`src/rtl/demux_sched.sv`:
```
// ============================================================================
// Module   : demux_sched
// Brief    : Single-word holding demux that steers each accepted word to the
//            next enabled channel in round-robin order.
// Revision : 1.0 - initial release
// ============================================================================
`default_nettype none

module demux_sched #(
    parameter int W = 8
) (
    input  logic         clk,
    input  logic         rst,
    input  logic         in_valid,
    input  logic [W-1:0] in_data,
    output logic         in_ready,
    input  logic [3:0]   mask,
    output logic [W-1:0] out_data,
    output logic [3:0]   out_valid,
    input  logic [3:0]   out_ready,
    output logic [1:0]   sel,
    output logic [7:0]   count
);

    typedef enum logic [0:0] {
        IDLE = 1'b0,
        HOLD = 1'b1
    } state_t;

    state_t       state_q, state_d;
    logic [W-1:0] data_q, data_d;
    logic [1:0]   sel_q, sel_d;
    logic [1:0]   last_q, last_d;
    logic [7:0]   count_q, count_d;

    logic         xfer_in;
    logic         xfer_out;
    logic [1:0]   next_ch;
    logic         found;
    logic [1:0]   idx;

    // Round-robin search starting one past the previously chosen channel.
    always_comb begin
        next_ch = last_q;
        found   = 1'b0;
        idx     = 2'd0;
        for (int k = 1; k <= 4; k++) begin
            idx = last_q + 2'(k);
            if (!found && mask[idx]) begin
                next_ch = idx;
                found   = 1'b1;
            end
        end
    end

    always_comb begin
        out_valid = 4'b0000;
        in_ready  = 1'b0;
        xfer_out  = 1'b0;
        if (state_q == HOLD) begin
            out_valid = 4'b0001 << sel_q;
            xfer_out  = out_ready[sel_q];
            in_ready  = out_ready[sel_q] && (|mask);
        end else begin
            in_ready  = |mask;
        end
        xfer_in = in_valid && in_ready;
    end

    always_comb begin
        state_d = state_q;
        data_d  = data_q;
        sel_d   = sel_q;
        last_d  = last_q;
        count_d = count_q + {7'd0, xfer_out};
        if (xfer_in) begin
            state_d = HOLD;
            data_d  = in_data;
            sel_d   = next_ch;
            last_d  = next_ch;
        end else if (xfer_out) begin
            state_d = IDLE;
        end
    end

    always_ff @(posedge clk or posedge rst) begin
        if (rst) begin
            state_q <= IDLE;
            data_q  <= '0;
            sel_q   <= 2'd0;
            last_q  <= 2'd3;
            count_q <= 8'd0;
        end else begin
            state_q <= state_d;
            data_q  <= data_d;
            sel_q   <= sel_d;
            last_q  <= last_d;
            count_q <= count_d;
        end
    end

    assign out_data = data_q;
    assign sel      = sel_q;
    assign count    = count_q;

endmodule

`default_nettype wire

```
`config.mk`:
```
export PLATFORM = sky130hd
export DESIGN_NAME = demux_sched
export DESIGN_NICKNAME = d
export VERILOG_FILES = /design/src/rtl/demux_sched.sv
export SDC_FILE = /design/constraint.sdc
export NUM_CORES = 1
export LEC_CHECK = 0
export CAP_MARGIN = 5
export CORE_AREA = 2 2 69 71
export CTS_CLUSTER_DIAMETER = 150
export CTS_CLUSTER_SIZE = 8
export DETAILED_ROUTE_END_ITERATION = 12
export DIE_AREA = 0 0 71 73
export GPL_ROUTABILITY_DRIVEN = 0
export MAX_ROUTING_LAYER = met4
export PLACE_DENSITY = 0.53
export SLEW_MARGIN = 20
export SYNTH_ARGS = -nofsm -noshare
export SYNTH_HDL_FRONTEND = slang
export SYNTH_SLANG_ARGS = --single-unit
```
`constraint.sdc`:
```
create_clock -name clk -period 5.85 [get_ports clk]
set_input_delay 1.755 -clock clk [delete_from_list [all_inputs] [get_ports clk]]
set_output_delay 1.755 -clock clk [all_outputs]
set_load 0.01 [all_outputs]
```
# After elaboration in Yosys (flattened, before gate mapping)
# Cells that the tools add are included.
# word_totals
word_cells	47
regBits	21
output_inout_bits	23
# classes
reduce_logical	10
magnitude_cmp	5
muxes	22
shift	1
addsub	4
# ops
op	n
< comparator 2 x 3 -> 1 bit (second input constant)	5
two-way mux 1 bit	12
binary-select mux 1 bit (select 2 bit)	5
adder 8 x 1 -> 8 bit	1
two-way mux 2 bit	4
logical AND 1 bit	5
adder 2 bit (second input constant)	2
two-way mux 4 bit	1
OR reduction 4 bit	1
left shift 1 x 2 -> 4 bit (first input constant)	1
zero test 1 bit	3
adder 2 x 1 -> 2 bit (second input constant)	1
nonzero test 2 bit	1

# Depth between registers and ports, before layout
# Gate-level depths: netlist of the first run.
# logic_depth
word_depth	13
mapped_depth	8
depth_no_buf	8

# Least setup slack after synthesis of the first run
# No wires, ideal clock.
# synth_timing
kind	input to output
startpoint	input out_ready[3]
endpoint	output in_ready
n_path_buf	0
slack_ps	1639
path_stages	3
t_arrival_ps	2456
t_required_ps	4095
path_cell_list	mux2i_1 a22oi_1 a21boi_0
# synth_between
elab_chain_len	4
# synth_lines
item	line	rtl
start, declared	20	input logic [3:0] out_ready,
binary-select mux 1 bit (select 2 bit)	63	in_ready = out_ready[sel_q] && (|mask);
two-way mux 1 bit (implied by the code)	63	
logical AND 1 bit	63	
two-way mux 1 bit	60	if (state_q == HOLD) begin
end, declared	16	output logic in_ready,
# No other way between the ends. The select of a mux whose other input is x is not followed.

# Worst setup path after layout of the first run
# Ends and elaborated chain as after synthesis.

==> summary.md, run 1 <==
| Metric | Value |
|---|---|
| Core region area | 0.004536 mm² |
| Worst hold start | out_data[7] |
| Post-CTS Resized | 0 |
| Max-cap violations | 0 |
| Max Buffers Root-to-Sink | 2 |
| Clk sinks | 21 |
| Yosys warnings | 0 |
| Final setup viols | 0 |
| Critical path fanouts, max | 3 |
| Die footprint | 0.005183 mm² |
| Sequential cell area fraction in the yosys report | 46.99% |
| Initial drt markers | 16 |
| CP Capture Type | output pin |
| Synthesized netlist cell count | 95 |
| Port Buf Inserts | 41 |
| Mapped Avg Cell Area | 11.83 µm² |
| Worst setup SP type | input port |
| Cell Pwr Density | 463.9 mW/mm² |
| CTS HTree Levels | 1 |
| Initial Util | 24.77% |
| Post-synth EDFFs | 0 |
| Clock latency on the worst-skew pair | 0.26 ns |
| Reg2reg start | sel[0] |
| Row count | 25 |
| RSZ-0062 raised after global routing | false |
| Async S/R FF share, synth | 100.0% |
| Largest family of logic cells by synthesized area | simple AND/OR/NAND/NOR gates |
| # nets final | 159 |
| Fin crit period | 5.202 ns |
| Largest net degree at the start of global routing | 22 |
| Total CTS buffers | 3 |
| Status | finished, final reports clean |
| Leak Pwr | 0.0006699 µW |
| Commonest cells after routing, fill and taps aside | clkdlybuf4s50_1 (41), dfrtp_1 (19), mux2_2 (7), inv_1 (5), xnor2_1 (5) |
| Commonest register cell after synthesis | dfrtp_1 |
| Chip width | 71 µm |
| Endpoints failing hold | 0 |
| Worst vdd ir | 0.1557 mV |
| Post-synthesis compound-gate area fraction | 14.70% |
| Slew headroom | 46.32% |
| Share of the synthesized area in the top cell type | 42.32% |
| Simple-gate share of the synthesized area | 17.26% |
| Layout area overhead | 44.99% |
| CP Class | input port to output pin |
| Setup TNS | 0 ns |
| IO Pins | 42 |
| Commonest non-fill, non-tap cell in the layout | clkdlybuf4s50_1 |
| Die span in y | 73 µm |
| Antenna cell count | 0 |
| CTS tree | built |
| Share of layout cells above drive strength 1 | 14.60% |
| Period utilization | 88.92% |
| Netlist cell types | 40 |
| Post-DRT Antenna Nets | 0 |
| Post-synthesis adder-cell area fraction | 2.227% |
| FF+latch count, synth | 21 |
| Initial antenna violation count | 0 |
| Pwr Total | 755.8 µW |
| Critical Path RT | 4.09 ns |
| Fmax | 192.2 MHz |
| Vias in the first global route | 909 |
| Worst-Margin Slew | 0.8043 ns |
| Largest cells by area after synthesis | dfrtp_1 (42%), mux2_2 (7.0%), dfstp_2 (4.7%) |
| Clock Skew | 0.005565 ns |
| Drt pass-1 iters | 4 |
| Total grt overflow | 0 |
| Via density | 4.545 |
| Post-DP HPWL | 2.010 mm |
| Final WL | 2.653 mm |
| Post-route DRC violation count | 0 |
| DR vias | 868 |
| Worst reg2reg path endpoint | count[7] |
| Yosys top cell by area | dfrtp_1 |
| Clock-pin transition on the worst setup and hold timing paths | 0.09 ns |
| First-pass GRT wire length | 4.512 mm |
| GRT Util Overall | 11.35% |
| R2R setup slack | 3.57 ns |
| XOR/XNOR Fraction of Synth Area | 5.457% |
| Fill count | 453 |
| HP Class | flip-flop to flip-flop |
| R2R depth | 8 |
| Post-CTS Setup Bufs | 0 |
| Post-synthesis mux area share | 9.800% |
| Fin. max-slew vios | 0 |
| Post-Syn Area | 0.001124 mm² |
| CTS root buffer | clkbuf_8 |
| Hold-fix buffers, CTS | 0 |
| Worst EP arrival | 3.45 ns |
| Mapped Nets | 116 |
| Average wire per standard cell | 13.89 µm |
| Hold Path Cell Cnt | 1 |
| Worst Hold End | out_data[7] |
-- worst max-delay path by stage --
| stage | start | to | depth (start not counted) |
|---|---|---|---|
| 2_1_floorplan | out_ready[3] | in_ready | 3 |
| 3_3_place_gp | out_ready[2] | in_ready | 5 |
| 3_5_place_dp | out_ready[3] | in_ready | 5 |
| 4_1_cts | out_ready[3] | in_ready | 5 |
| 5_1_grt | out_ready[3] | in_ready | 5 |
| 6_report | out_ready[3] | in_ready | 5 |
-- flip-flops by register name (all words and copies together), names as in the netlist --
register	count
count	8
sel	2
state_q	1
out_data	8
last_q	2
-- metrics by stage --
stage                     util [%]  setup WS (ns)  area, µm²  instances  hold WS [ns]
after global routing         35.92         0.4827       1629        191        0.5362
after global placement       34.84         0.6594       1580        187        0.4640
after detailed placement     34.84         0.6345       1580        187        0.4768
after CTS                    35.92         0.6082       1629        191        0.4936
after floorplan                  -          1.639       1124         95        0.5065
final                        35.92         0.6483       1629        191        0.4960
-- cell usage after synthesis (2+ instances only) --
cell	count
a21oi_1	2
and2_1	3
and2b_1	2
and3_1	3
and3b_1	2
clkbuf_2	2
dfrtp_1	19
dfstp_2	2
ha_1	2
inv_1	5
mux2_2	7
mux2i_1	2
nand2_1	2
nand2b_1	2
nand3_1	3
nor2_1	4
nor3b_1	3
o21ai_0	2
or2_2	2
xnor2_1	5
xor2_1	2
-- per-layer routing --
| metal | wire, µm | GRT usage, % |
|---|---|---|
| met1 | 1122 | 12.78 |
| met2 | 1400 | 20.25 |
| met3 | 95 | 1.796 |
| met4 | 34 | 4.403 |
| met5 | 0 | - |
-- critical path, cell delays in order --
cell and delay [ns]:
clkdlybuf4s50_1 0.45, mux2i_1 0.14, a22oi_1 0.30, a21boi_0 0.23, clkdlybuf4s50_1 0.56
-- cell families after synthesis --
logic type,Yosys count
buf+inv,8
flops,21
mux,10
xor+xnor,7
simple gates,31
fa+ha+maj,2
compound gates,16
-- where the power goes --
group	internal, µW	switching (µW)
Combinational	221	156
Sequential	215	64.0
Clock	48.1	51.9
-- layout make-up --
class                   count  area [µm²]  share of cell area [%]
inverters                   5       18.77                   1.152
clock inverters             1       7.507                  0.4608
multi-input cells          66       555.5                   34.10
flip-flops and latches     21       528.0                   32.41
clock buffers               3       41.29                   2.535
repair buffers             41       410.4                   25.19
well taps                  54       67.56                   4.147
No activity file was read; power rests on OpenSTA's default activity.
==> inputs of run 2 (changes only) <==
--- a/config.mk
+++ b/config.mk
@@ -5,7 +5,6 @@
 export SDC_FILE = /design/constraint.sdc
 export NUM_CORES = 1
 export LEC_CHECK = 0
-export CAP_MARGIN = 5
 export CORE_AREA = 2 2 69 71
 export CTS_CLUSTER_DIAMETER = 150
 export CTS_CLUSTER_SIZE = 8
==> results of run 2 <==
No change in the layout: final DEF, timing and power equal those of run 1.
